`src/rtl/alu_pkg.sv`:
```
// Shared definitions for the ALU request arbiter: opcode width, FSM state
// encoding and the sixteen decoder function codes.
package alu_pkg;

  localparam int OP_W = 4;

  typedef enum logic [1:0] {
    IDLE    = 2'd0,
    ISSUE   = 2'd1,
    WAIT    = 2'd2,
    CAPTURE = 2'd3
  } state_t;

  // Opcode n selects decoder output E[n]; the arbiter passes these through untouched.
  localparam logic [OP_W-1:0] OP_0  = 4'd0;
  localparam logic [OP_W-1:0] OP_1  = 4'd1;
  localparam logic [OP_W-1:0] OP_2  = 4'd2;
  localparam logic [OP_W-1:0] OP_3  = 4'd3;
  localparam logic [OP_W-1:0] OP_4  = 4'd4;
  localparam logic [OP_W-1:0] OP_5  = 4'd5;
  localparam logic [OP_W-1:0] OP_6  = 4'd6;
  localparam logic [OP_W-1:0] OP_7  = 4'd7;
  localparam logic [OP_W-1:0] OP_8  = 4'd8;
  localparam logic [OP_W-1:0] OP_9  = 4'd9;
  localparam logic [OP_W-1:0] OP_10 = 4'd10;
  localparam logic [OP_W-1:0] OP_11 = 4'd11;
  localparam logic [OP_W-1:0] OP_12 = 4'd12;
  localparam logic [OP_W-1:0] OP_13 = 4'd13;
  localparam logic [OP_W-1:0] OP_14 = 4'd14;
  localparam logic [OP_W-1:0] OP_15 = 4'd15;

endpackage

```
`src/rtl/alu_op_arbiter_rr_arb.sv`:
```
// rr_arb: round-robin grant for NREQ requesters; the first asserted request
// at or after the pointer wins, wrapping NREQ-1 -> 0.
module rr_arb #(
  parameter int NREQ = 4,
  parameter int IW   = (NREQ > 1) ? $clog2(NREQ) : 1
) (
  input  logic [NREQ-1:0] i_req,
  input  logic [IW-1:0]   i_ptr,
  output logic [NREQ-1:0] o_gnt,
  output logic [IW-1:0]   o_idx,
  output logic            o_any
);

  always_comb begin
    logic          found;
    logic [IW-1:0] j;
    found = 1'b0;
    j     = '0;
    o_gnt = '0;
    o_idx = '0;
    for (int k = 0; k < NREQ; k++) begin
      j = IW'((int'(i_ptr) + k) % NREQ);
      if (!found && i_req[j]) begin
        found    = 1'b1;
        o_gnt[j] = 1'b1;
        o_idx    = j;
      end
    end
  end

  assign o_any = |i_req;

endmodule

```
`src/rtl/alu_op_arbiter.sv`:
```
// alu_op_arbiter: shares one ALU between NREQ requesters (round-robin issue,
// fixed-latency capture, one-cycle response). Optional op_count via ALU_ARB_OPCNT_EN.
module alu_op_arbiter
  import alu_pkg::*;
#(
  parameter int NREQ    = 4,
  parameter int DW      = 4,
  parameter int ALU_LAT = 1
) (
  input  logic                 clk,
  input  logic                 rst_n,
  input  logic [NREQ-1:0]      req_valid,
  output logic [NREQ-1:0]      req_ready,
  input  logic [NREQ*OP_W-1:0] req_op,
  input  logic [NREQ*DW-1:0]   req_a,
  input  logic [NREQ*DW-1:0]   req_b,
  output logic                 alu_en,
  output logic [OP_W-1:0]      alu_sel,
  output logic [DW-1:0]        alu_a,
  output logic [DW-1:0]        alu_b,
  input  logic [DW-1:0]        alu_y,
  input  logic                 alu_cout,
  output logic [NREQ-1:0]      rsp_valid,
  output logic [DW-1:0]        rsp_data,
  output logic                 rsp_cout,
  output logic                 busy
`ifdef ALU_ARB_OPCNT_EN
  ,
  output logic [15:0]          op_count
`endif
);

  localparam int IW      = (NREQ > 1) ? $clog2(NREQ) : 1;
  localparam int WAIT_LD = (ALU_LAT > 1) ? ALU_LAT - 2 : 0;

  if (ALU_LAT < 1 || ALU_LAT > 4) begin : g_bad_lat
    $error("alu_op_arbiter: ALU_LAT must be in 1..4");
  end
  if (NREQ < 2 || NREQ > 8) begin : g_bad_nreq
    $error("alu_op_arbiter: NREQ must be in 2..8");
  end

  state_t          r_state;
  state_t          w_next;
  logic [IW-1:0]   r_ptr;
  logic [IW-1:0]   r_idx;
  logic [1:0]      r_lat_cnt;
  logic [OP_W-1:0] r_sel;
  logic [DW-1:0]   r_a;
  logic [DW-1:0]   r_b;
  logic [DW-1:0]   r_y;
  logic            r_cout;
  logic [NREQ-1:0] r_rsp;

  logic [NREQ-1:0] w_gnt;
  logic [IW-1:0]   w_idx;
  logic            w_any;
  logic            w_accept;
  logic            w_xfer;
  logic [OP_W-1:0] w_op;
  logic [DW-1:0]   w_a;
  logic [DW-1:0]   w_b;

  rr_arb #(
    .NREQ (NREQ),
    .IW   (IW)
  ) u_rr_arb (
    .i_req (req_valid),
    .i_ptr (r_ptr),
    .o_gnt (w_gnt),
    .o_idx (w_idx),
    .o_any (w_any)
  );

  // Grants are offered only in IDLE and never while reset is held.
  assign w_accept  = (r_state == IDLE) && rst_n;
  assign req_ready = w_accept ? w_gnt : '0;
  assign w_xfer    = w_accept && w_any;

  assign w_op = req_op[w_idx*OP_W +: OP_W];
  assign w_a  = req_a[w_idx*DW +: DW];
  assign w_b  = req_b[w_idx*DW +: DW];

  always_ff @(posedge clk or negedge rst_n) begin
    if (!rst_n) begin
      r_state <= IDLE;
    end else begin
      r_state <= w_next;
    end
  end

  always_comb begin
    w_next = r_state;
    case (r_state)
      IDLE:    if (w_xfer) w_next = ISSUE;
      ISSUE:   w_next = (ALU_LAT > 1) ? WAIT : CAPTURE;
      WAIT:    if (r_lat_cnt == 2'd0) w_next = CAPTURE;
      CAPTURE: w_next = IDLE;
      default: w_next = IDLE;
    endcase
  end

  // WAIT lasts ALU_LAT-1 cycles: loaded in ISSUE, counted down to zero.
  always_ff @(posedge clk or negedge rst_n) begin
    if (!rst_n) begin
      r_lat_cnt <= 2'd0;
    end else if (r_state == ISSUE) begin
      r_lat_cnt <= 2'(WAIT_LD);
    end else if (r_state == WAIT && r_lat_cnt != 2'd0) begin
      r_lat_cnt <= r_lat_cnt - 2'd1;
    end
  end

  always_ff @(posedge clk or negedge rst_n) begin
    if (!rst_n) begin
      r_ptr <= '0;
      r_idx <= '0;
      r_sel <= '0;
      r_a   <= '0;
      r_b   <= '0;
    end else if (w_xfer) begin
      r_ptr <= (w_idx == IW'(NREQ - 1)) ? '0 : w_idx + IW'(1);
      r_idx <= w_idx;
      r_sel <= w_op;
      r_a   <= w_a;
      r_b   <= w_b;
    end
  end

  // Result is sampled in CAPTURE and presented the following cycle, when the FSM is back in IDLE.
  always_ff @(posedge clk or negedge rst_n) begin
    if (!rst_n) begin
      r_y    <= '0;
      r_cout <= 1'b0;
      r_rsp  <= '0;
    end else if (r_state == CAPTURE) begin
      r_y    <= alu_y;
      r_cout <= alu_cout;
      r_rsp  <= NREQ'(1) << r_idx;
    end else begin
      r_rsp  <= '0;
    end
  end

  assign alu_en    = (r_state == ISSUE);
  assign alu_sel   = r_sel;
  assign alu_a     = r_a;
  assign alu_b     = r_b;
  assign rsp_valid = r_rsp;
  assign rsp_data  = r_y;
  assign rsp_cout  = r_cout;
  assign busy      = (r_state != IDLE);

`ifdef ALU_ARB_OPCNT_EN
  logic [15:0] r_op_count;

  always_ff @(posedge clk or negedge rst_n) begin
    if (!rst_n) begin
      r_op_count <= 16'd0;
    end else if (r_rsp != '0) begin
      r_op_count <= r_op_count + 16'd1;
    end
  end

  assign op_count = r_op_count;
`endif

endmodule

```
`config.mk`:
```
export PLATFORM = sky130hd
export DESIGN_NAME = alu_op_arbiter
export DESIGN_NICKNAME = d
export VERILOG_FILES = /design/src/rtl/alu_pkg.sv /design/src/rtl/alu_op_arbiter_rr_arb.sv /design/src/rtl/alu_op_arbiter.sv
export SDC_FILE = /design/constraint.sdc
export NUM_CORES = 1
export LEC_CHECK = 0
export ABC_AREA = 1
export ABC_CLOCK_PERIOD_IN_PS = 2850
export BUFFER_PORTS_ARGS = -buffer_cell sky130_fd_sc_hd__clkbuf_2
export CELL_PAD_IN_SITES_DETAIL_PLACEMENT = 0
export CELL_PAD_IN_SITES_GLOBAL_PLACEMENT = 2
export CORE_ASPECT_RATIO = 0.5
export CORE_MARGIN = 1.5
export CORE_UTILIZATION = 26
export CTS_CLUSTER_DIAMETER = 120
export DETAILED_ROUTE_END_ITERATION = 7
export PLACE_DENSITY = 0.8
export SKIP_CTS_REPAIR_TIMING = 1
export SYNTH_ARGS = -nofsm -noshare
export SYNTH_HDL_FRONTEND = slang
export SYNTH_SLANG_ARGS = --single-unit
```
`constraint.sdc`:
```
create_clock -name clk -period 2.85 [get_ports clk]
set_clock_uncertainty 0.05 [all_clocks]
set_input_delay 0.285 -clock clk [delete_from_list [all_inputs] [get_ports clk]]
set_output_delay 0.285 -clock clk [all_outputs]
set_load 0.02 [all_outputs]
```
==> results of run 1 <==
## worst register-to-register path: stages, from the launching register on
cell	delay, ns
dfrtp_1	0.46
inv_1	0.09
ha_1	0.35
inv_1	0.11
nand3_2	0.09
nand2_4	0.10
inv_2	0.07
nor2_8	0.14
nand2_4	0.07
nand2_4	0.08
buf_4	0.27
nand3_1	0.11
nand3_1	0.10
nand2_1	0.05
nand2_1	0.06
nand2_1	0.05
## power by group through the flow
stage	Sequential, mW	Clock (mW)	Combinational [mW]
after floorplan	0.841	0	1.77
after global placement	0.702	0	2.45
after detailed placement	0.699	0	2.42
after CTS	0.695	0.516	2.43
after global routing	0.716	0.545	2.72
final	0.692	0.500	2.38
## cell usage in the layout, fill, tap and decap left out, drive strengths merged, types with 5 or more instances in the layout
cell and instances:
ha 13, inv 56, o21ai 6, nand2 128, nand3 60, clkbuf 92, nor2 10, nand4 5
nor3 5, dfrtp 29, buf 7
## layout make-up
class | count | area [sq um]
well taps | 117 | 146
inverters | 57 | 219
multi-input cells | 238 | 1290
repair buffers | 92 | 478
flip-flops and latches | 29 | 726
clock buffers | 7 | 143
fillers | 965 | 5670
## cell families (layout without fill, tap and decap cells)
family | count (synthesis) | in the layout | synth area share
buffers and inverters | 67 | 156 | 0.129
AOI/OAI and AO/OA | 17 | 17 | 0.0454
DFF | 29 | 29 | 0.313
adders and majority gates | 13 | 13 | 0.0702
and+or+nand+nor | 208 | 208 | 0.443
## state kept, by name, summed over array words and instances (netlist names)
name	cells
alu_a	4
alu_b	4
alu_sel	4
rsp_data	4
rsp_valid	4
r_idx	2
r_lat_cnt	2
r_ptr	2
r_state	2
rsp_cout	1
## metrics by stage
stage | area (sq um) | setup WS, ns | hold slack (ns)
3_5_place_dp | 2860 | 0.490 | 0.292
2_1_floorplan | 2320 | 0.607 | -0.0606
6_report | 3010 | 0.251 | -0.00412
3_3_place_gp | 2860 | 0.501 | 0.291
5_1_grt | 3010 | 0.0341 | 0.0285
4_1_cts | 3010 | 0.231 | 0.00859
## layer usage
layer / vias to the layer above / share of wire / global-route usage
li1: 1226 / - / -
met1: 1033 / 0.48 / 0.194
met2: 45 / 0.48 / 0.229
met3: 2 / 0.039 / 0.0263
met4: 0 / 0.0042 / 0.0225
met5: - / 0 / 0
## final timing paths
path / from / endpoint / slack (ns) / cells past startpoint
hold reg to reg: r_idx[1] / rsp_valid[0] / 0.41 / 1
min in group clk: alu_y[1] / rsp_data[1] / 0.17 / 3
max in group asynchronous: rst_n / r_state[1] / 2.48 / 2
setup / recovery: r_ptr[1] / req_ready[2] / 0.25 / 14
hold / removal: rst_n / rsp_valid[0] / -0.004 / 2
setup reg to reg: r_ptr[1] / alu_a[2] / 0.50 / 15
==> flow_summary.toml, run 1 <==
[outcome]
status = "finished, violations left"
violations = "hold timing"

[pwr]
clkPwrFrac = 0.140
pwr-share-seq = 0.194
p_comb_frac = 0.667
sw_frac_of_total = 0.524
peakVddDrop_v = 0.000516
internal_power_mw = 1.70
leakagePower_nw = 1.80
power_density_nw_per_um2 = 1190
p_sw_mw = 1.87
power.total_mw = 3.58

[detailed_routing]
drtIter0Drc = 156
drc = 0
dr_total_vias = 2306
drt-total-wl_microns = 6260
drt-wirelength-per-cell_microns = 11.6
antenna_left = 0
dr.pass1.iters = 4
viasPerCell = 4.27

[setup_path]
criticalPathCategory = "reg2out"
slowest_delay_ns = 0.46
path_max_fanout = 7
cp_cell_sequence = "inv_1 > ha_1 > inv_1 > nand3_2 > nand2_4 > inv_2 > nor2_8 > nand2_4 > inv_1 > nand3_1 > nand3_1 > nand2_1 > inv_1 > clkbuf_2"
crit_path_end_kind = "output pin"
cp.required_ns = 2.52
critPathBufInv = 6
path_common_cell = "inv_1"
startpoint_type = "flip-flop"
cp.arrival_ns = 2.26
crit_family = "simple AND/OR/NAND/NOR gates"
cp_slowest_cell = "dfrtp_1"

[sta]
tightestPinTransition_ns = 0.583
finalHoldViolCount = 19
min_period_ns = 2.60
whs_ns = -0.00412
clock.fmax_mhz = 385
slew_viol_final = 0
max_slew_margin = 0.611
fin_tns_setup_ns = 0
setup_viol = 0
rsz0062_at_grt = "false"
min_period_over_period = 0.912

[global_routing]
track_usage = 0.140
grt_antenna_before_repair = 0
grt_pass1_vias = 2217
grt.overflow.total = 0
grt_max_degree = 30
grt_pass1_wl_microns = 10600

[synth]
synth.most_common_cell = "nand2_1"
synth_commonest_cells = "nand2_1 (107), nand3_1 (57), inv_1 (53)"
synth_top_area_cell = "dfrtp_1"
syn_inst = 334
synth_flop_cell = "dfrtp_1"
avgSynthCellArea_sq_um = 6.94
synth_edf_count = 0
async_reset_ff_frac = 1.00
synthesis.nets = 406
ys_warn_count = 0
synth_area_sq_um = 2320
synth.area.top_cells = "dfrtp_1 (31%), nand2_1 (17%), nand3_1 (12%), inv_1 (8.6%), ha_1 (7.0%)"
synth_cell_types = 32
synth_seq_cells = 29
ys_seq_area_frac = 0.313
synth_top_area_frac = 0.313

[clocking]
htree_num_levels = 2
clockRootBuffer = "clkbuf_16"
clk_pin_slew_ns = 0.05
cts_tree = "built"
clock_path_buffers = 2
clk_latency_ns = 0.26
cts_sinks = 29
cts_buffers = 5

[floorplanning]
io_pins = 86
die_h_microns = 69.8
dieArea_sq_um = 9520
die_x_microns = 137
start_util = 0.267
rows = 24
core-area_sq_um = 8680

[final_layout]
final_util = 0.346
area_growth_pct = 29.7
drive_above_1_share = 0.307
antenna_cells = 0
final_nets = 495
stdcell_count = 540

[placed_design]
portBuffers = 85
dp_cells = 533
hpwl_microns = 4850
place_congestion = 0.755

[hold_path]
worstHoldPathType = "in2async"

[run]
max-cap-violations = 0
(Power assumes the default switching activity.)
==> run 2: changes to the inputs <==
ABC_CLOCK_PERIOD_IN_PS = 2300   (was 2850)
CORE_MARGIN = unset   (was 1.5)
CORE_UTILIZATION = 23   (was 26)
PLACE_DENSITY = 0.75   (was 0.8)
clock period = 2.3 ns   (was 2.85 ns; I/O delays follow)
==> run 2 against run 1 <==
The run now ends clean. Sequential cell count stayed put. Non-clock buffer count is 8 higher. Routed wire length is 6.0% higher. Sequential share of layout area is 1.5 points lower. Setup slack worse by 0.20 ns. Utilization is 1.3 points lower. Cell area is 6.6% higher. Final cell count is 5.0% higher. Count of clock-buffer cells in the layout stayed put. Die area is 10% higher. Via count is 3.0% higher. Critical path type unchanged. Combinational power is 40% higher.
==> flow_summary.toml, run 2 (synthesized netlist as in run 1, its figures left out) <==
[detailed_routing]
viasPerCell = 4.19
drt-wirelength-per-cell_microns = 11.7
antenna_left = 0
drc = 0
dr_total_vias = 2375
drt-total-wl_microns = 6630
dr.pass1.iters = 4
drtIter0Drc = 78

[sta]
clock.fmax_mhz = 445
setup_viol = 0
slew_viol_final = 0
fin_tns_setup_ns = 0
rsz0062_at_grt = "true"
finalHoldViolCount = 0
max_slew_margin = 0.681
timing.final.ws_setup_ns = 0.0529
min_period_over_period = 0.977
min_period_ns = 2.25
tightestPinTransition_ns = 0.478

[global_routing]
grt_antenna_before_repair = 0
grt.overflow.total = 0
grt_pass1_vias = 2241
grt_max_degree = 30
track_usage = 0.135
grt_pass1_wl_microns = 11000

[placed_design]
hpwl_microns = 5120
placed_area_sq_um = 2920
place_congestion = 0.797
portBuffers = 85
pre_cts_ws_ns = 0.0446

[pwr]
leakagePower_nw = 1.86
peakVddDrop_v = 0.000872
power.total_mw = 4.85
power_density_nw_per_um2 = 1520

[run]
max-cap-violations = 0

[clocking]
clk_pin_slew_ns = 0.05
htree_num_levels = 2
clock_path_buffers = 2
clk_latency_ns = 0.27
cts_sinks = 29
clockRootBuffer = "clkbuf_16"
cts_tree = "built"
cts_buffers = 5

[setup_path]
critPathBufInv = 6
crit_family = "simple AND/OR/NAND/NOR gates"
startpoint_type = "flip-flop"
crit_path_end_kind = "output pin"
slowest_delay_ns = 0.39
cp_cell_sequence = "clkinv_4 > ha_4 > inv_2 > nand3_2 > nand2_4 > inv_4 > nor2_8 > nand2_4 > inv_4 > nand3_1 > nand4_1 > nand2_1 > inv_1 > buf_6"
path_max_fanout = 5
cp.required_ns = 2.02
cp.arrival_ns = 1.97
cp_slowest_cell = "dfrtp_1"
criticalPathCategory = "reg2out"

[final_layout]
finalInstanceArea_sq_um = 3200
final_common_cell = "nand2_1"
multiInputGateArea_sq_um = 1340
regArea_sq_um = 726
mostFrequentLayoutCells = "nand2_1 (107), clkbuf_2 (81), nand3_1 (56)"
antenna_cells = 0
final_nets = 503
n_fill_cell = 1080
area_growth_pct = 38.2
drive_above_1_share = 0.333
final_util = 0.334

[floorplanning]
dieArea_sq_um = 10500
die_x_microns = 144
die_h_microns = 73.0
rows = 25
core-area_sq_um = 9600
start_util = 0.241
io_pins = 86

[outcome]
status = "finished, final reports clean"

[hold_path]
worstHoldPathType = "in2reg"
## run 2: changes by cell type in the layout (fill, tap and decap cells not counted), moves of 3 or more
cell / delta
buf_4: +3
buf_6: +7
clkbuf_2: -4
inv_1: -3
## run 2: tightest hold or removal path, stage by stage
cell	delay, ns
clkbuf_2	0.07
nand2_1	0.04
nand2_1	0.05
## run 2: metrics by stage
stage / hold slack, ns / instances
2_1_floorplan: -0.116 / 334
3_3_place_gp: 0.237 / 554
3_5_place_dp: 0.235 / 554
4_1_cts: -0.0526 / 562
5_1_grt: 0.117 / 567
6_report: 0.109 / 567
## run 2: worst paths after layout
check | slack, ns | from | endpoint | cells after the start
min in group asynchronous | 0.48 | rst_n | rsp_valid[1] | 3
setup / recovery | 0.05 | r_ptr[0] | req_ready[3] | 14
setup reg to reg | 0.19 | r_ptr[0] | alu_b[0] | 15
hold reg to reg | 0.42 | r_idx[1] | rsp_valid[0] | 1
hold / removal | 0.11 | alu_y[2] | rsp_data[2] | 3
max in group asynchronous | 1.45 | rst_n | r_lat_cnt[1] | 3
## run 2: area by class of cell
class                   count  area share
multi-input cells         238       0.418
flip-flops and latches     29       0.227
repair buffers            100       0.184
inverters                  57      0.0699
well taps                 135      0.0527
clock buffers               7      0.0477
clock inverters             1     0.00156
## run 2: metal layers
| metal | track usage | part of all wire |
|---|---|---|
| met5 | 0 | 0 |
| met4 | 0.0343 | 0.012 |
| met3 | 0.0249 | 0.038 |
| met2 | 0.227 | 0.48 |
| met1 | 0.179 | 0.47 |
## run 2: power breakdown
group	switching (mW)	leakage (nW)	internal (mW)	total [mW]
registers	0.131	0.362	0.722	0.853
logic	2.14	1.42	1.19	3.33
clock network	0.217	0.0799	0.457	0.674
==> run 3: changes to the inputs <==
ABC_CLOCK_PERIOD_IN_PS = 1990   (was 2300)
CORE_ASPECT_RATIO = 0.8   (was 0.5)
clock period = 1.99 ns   (was 2.3 ns; I/O delays follow)
==> run 3 against run 2 <==
Global-route usage grew 0.71 points. Sequential power grew 16%. Register-to-register slack lost 0.32 ns. Largest cell class unchanged. Via count grew 1.8%. Highest routed layer unchanged. Sequential cell count is the same. Hold slack lost 0.033 ns. The run now ends with setup timing left. First-iteration DRC count grew 60%. Final cell count grew 1.9%.
==> flow_summary.toml, run 3 (synthesized netlist as in run 1, its figures left out) <==
[sta]
slew_viol_final = 0
min_period_ns = 2.17
setup_viol = 17
finalHoldViolCount = 0
rsz0062_at_grt = "true"
fin_tns_setup_ns = -1.69
min_period_over_period = 1.09
clock.fmax_mhz = 462
tightestPinTransition_ns = 0.419
timing.final.ws_setup_ns = -0.176
max_slew_margin = 0.718

[final_layout]
final_nets = 513
mostFrequentLayoutCells = "nand2_1 (102), clkbuf_2 (81), inv_1 (45), nand3_1 (45), dfrtp_1 (28)"
n_fill_cell = 1059
stdcell_count = 578
final_common_cell = "nand2_1"
regArea_sq_um = 727
final_util = 0.349
antenna_cells = 0
area_growth_pct = 46.7
drive_above_1_share = 0.405
multiInputGateArea_sq_um = 1420

[clocking]
clock_path_buffers = 2
cts_sinks = 29
cts_buffers = 5
clk_latency_ns = 0.27
cts_tree = "built"
htree_num_levels = 2
clockRootBuffer = "clkbuf_16"
clk_pin_slew_ns = 0.05

[global_routing]
grt_max_degree = 30
grt.overflow.total = 0
track_usage = 0.142
grt_antenna_before_repair = 0
grt_pass1_vias = 2364
grt_pass1_wl_microns = 11700

[outcome]
status = "finished, violations left"
violations = "setup timing"

[floorplanning]
rows = 32
start_util = 0.238
io_pins = 86
dieArea_sq_um = 10500
core-area_sq_um = 9730
die_x_microns = 114
die_h_microns = 91.8

[placed_design]
dp_cells = 567
place_congestion = 0.788
hpwl_microns = 5510
portBuffers = 85

[detailed_routing]
dr_total_vias = 2417
top_layer = "met4"
dr.pass1.iters = 4
drt-met1-wl_microns = 3640
drt-total-wl_microns = 7130
viasPerCell = 4.18
wl_met3_microns = 410
drtIter0Drc = 125
drc = 0
wl_met2_microns = 3040
antenna_left = 0
drt-wirelength-per-cell_microns = 12.3

[pwr]
peakVddDrop_v = 0.000707
power_density_nw_per_um2 = 1810
leakagePower_nw = 1.93

[hold_path]
worstHoldPathType = "in2reg"
min_from = "alu_y[1]"

[setup_path]
cp_cell_sequence = "inv_8 > ha_4 > inv_4 > nand3_4 > nand2_4 > inv_4 > nor2_8 > nand2_4 > inv_4 > nand3_2 > nand3_2 > nand2_1 > inv_2 > buf_6"
cp.arrival_ns = 1.92
startpoint = "r_ptr[0]"
path_common_cell = "inv_4"
criticalPathCategory = "reg2out"
crit_path_end_kind = "output pin"
path_max_fanout = 5
cp_slowest_cell = "dfrtp_2"
slowest_delay_ns = 0.44
cp.required_ns = 1.74
r2r-start = "r_ptr[0]"
startpoint_type = "flip-flop"

[run]
max-cap-violations = 0
-- run 3: changes by cell type in the layout (fill, tap and decap cells not counted), sizes merged --
cell,delta
clkinv,-1
clkinvlp,+1
buf,+10
-- run 3: final timing paths --
kind                                end  slack (ns)  cells after the start
max in group asynchronous      r_ptr[0]        1.13                      3
setup / recovery           req_ready[1]       -0.18                     14
setup reg to reg             alu_sel[3]       -0.13                     13
hold / removal              rsp_data[1]        0.08                      3
min in group asynchronous    r_state[1]        0.46                      3
hold reg to reg            rsp_valid[1]        0.42                      1
-- run 3: stage by stage --
step                      setup WS, ns  hold WS, ns  instance area (sq um)  total power [mW]
after global routing            -0.282       0.0857                   3400              6.77
final                           -0.176       0.0760                   3400              6.17
after global placement         -0.0421        0.218                   3050              5.08
after floorplan                 -0.105       -0.147                   2330              3.81
after detailed placement        -0.110        0.220                   3050              5.10
after CTS                       -0.332      -0.0716                   3210              5.91
-- run 3: where the power goes --
group	switching [mW]	total, mW	internal [mW]
logic	2.68	4.39	1.71
registers	0.154	0.991	0.837
clock network	0.258	0.786	0.528
-- run 3: critical path, delay by kind of cell (launching register included) --
family	cells	cell delay, ns
adders and majority gates	1	0.21
buffers and inverters	6	0.41
DFF	1	0.44
and+or+nand+nor	7	0.56
-- run 3: cell type report --
cell class,count,area share
clock inverter,1,0.00147
inverter,57,0.0685
clock buffer,7,0.0449
sequential,29,0.214
multi-input combinational,238,0.417
tap,136,0.0501
timing repair buffer,110,0.204
-- run 3: routing by layer --
metal / vias to the layer above / global-route usage
met3: 4 / 0.0403
met4: 0 / 0.0206
met1: 1088 / 0.205
met5: - / 0
li1: 1266 / -
met2: 59 / 0.213
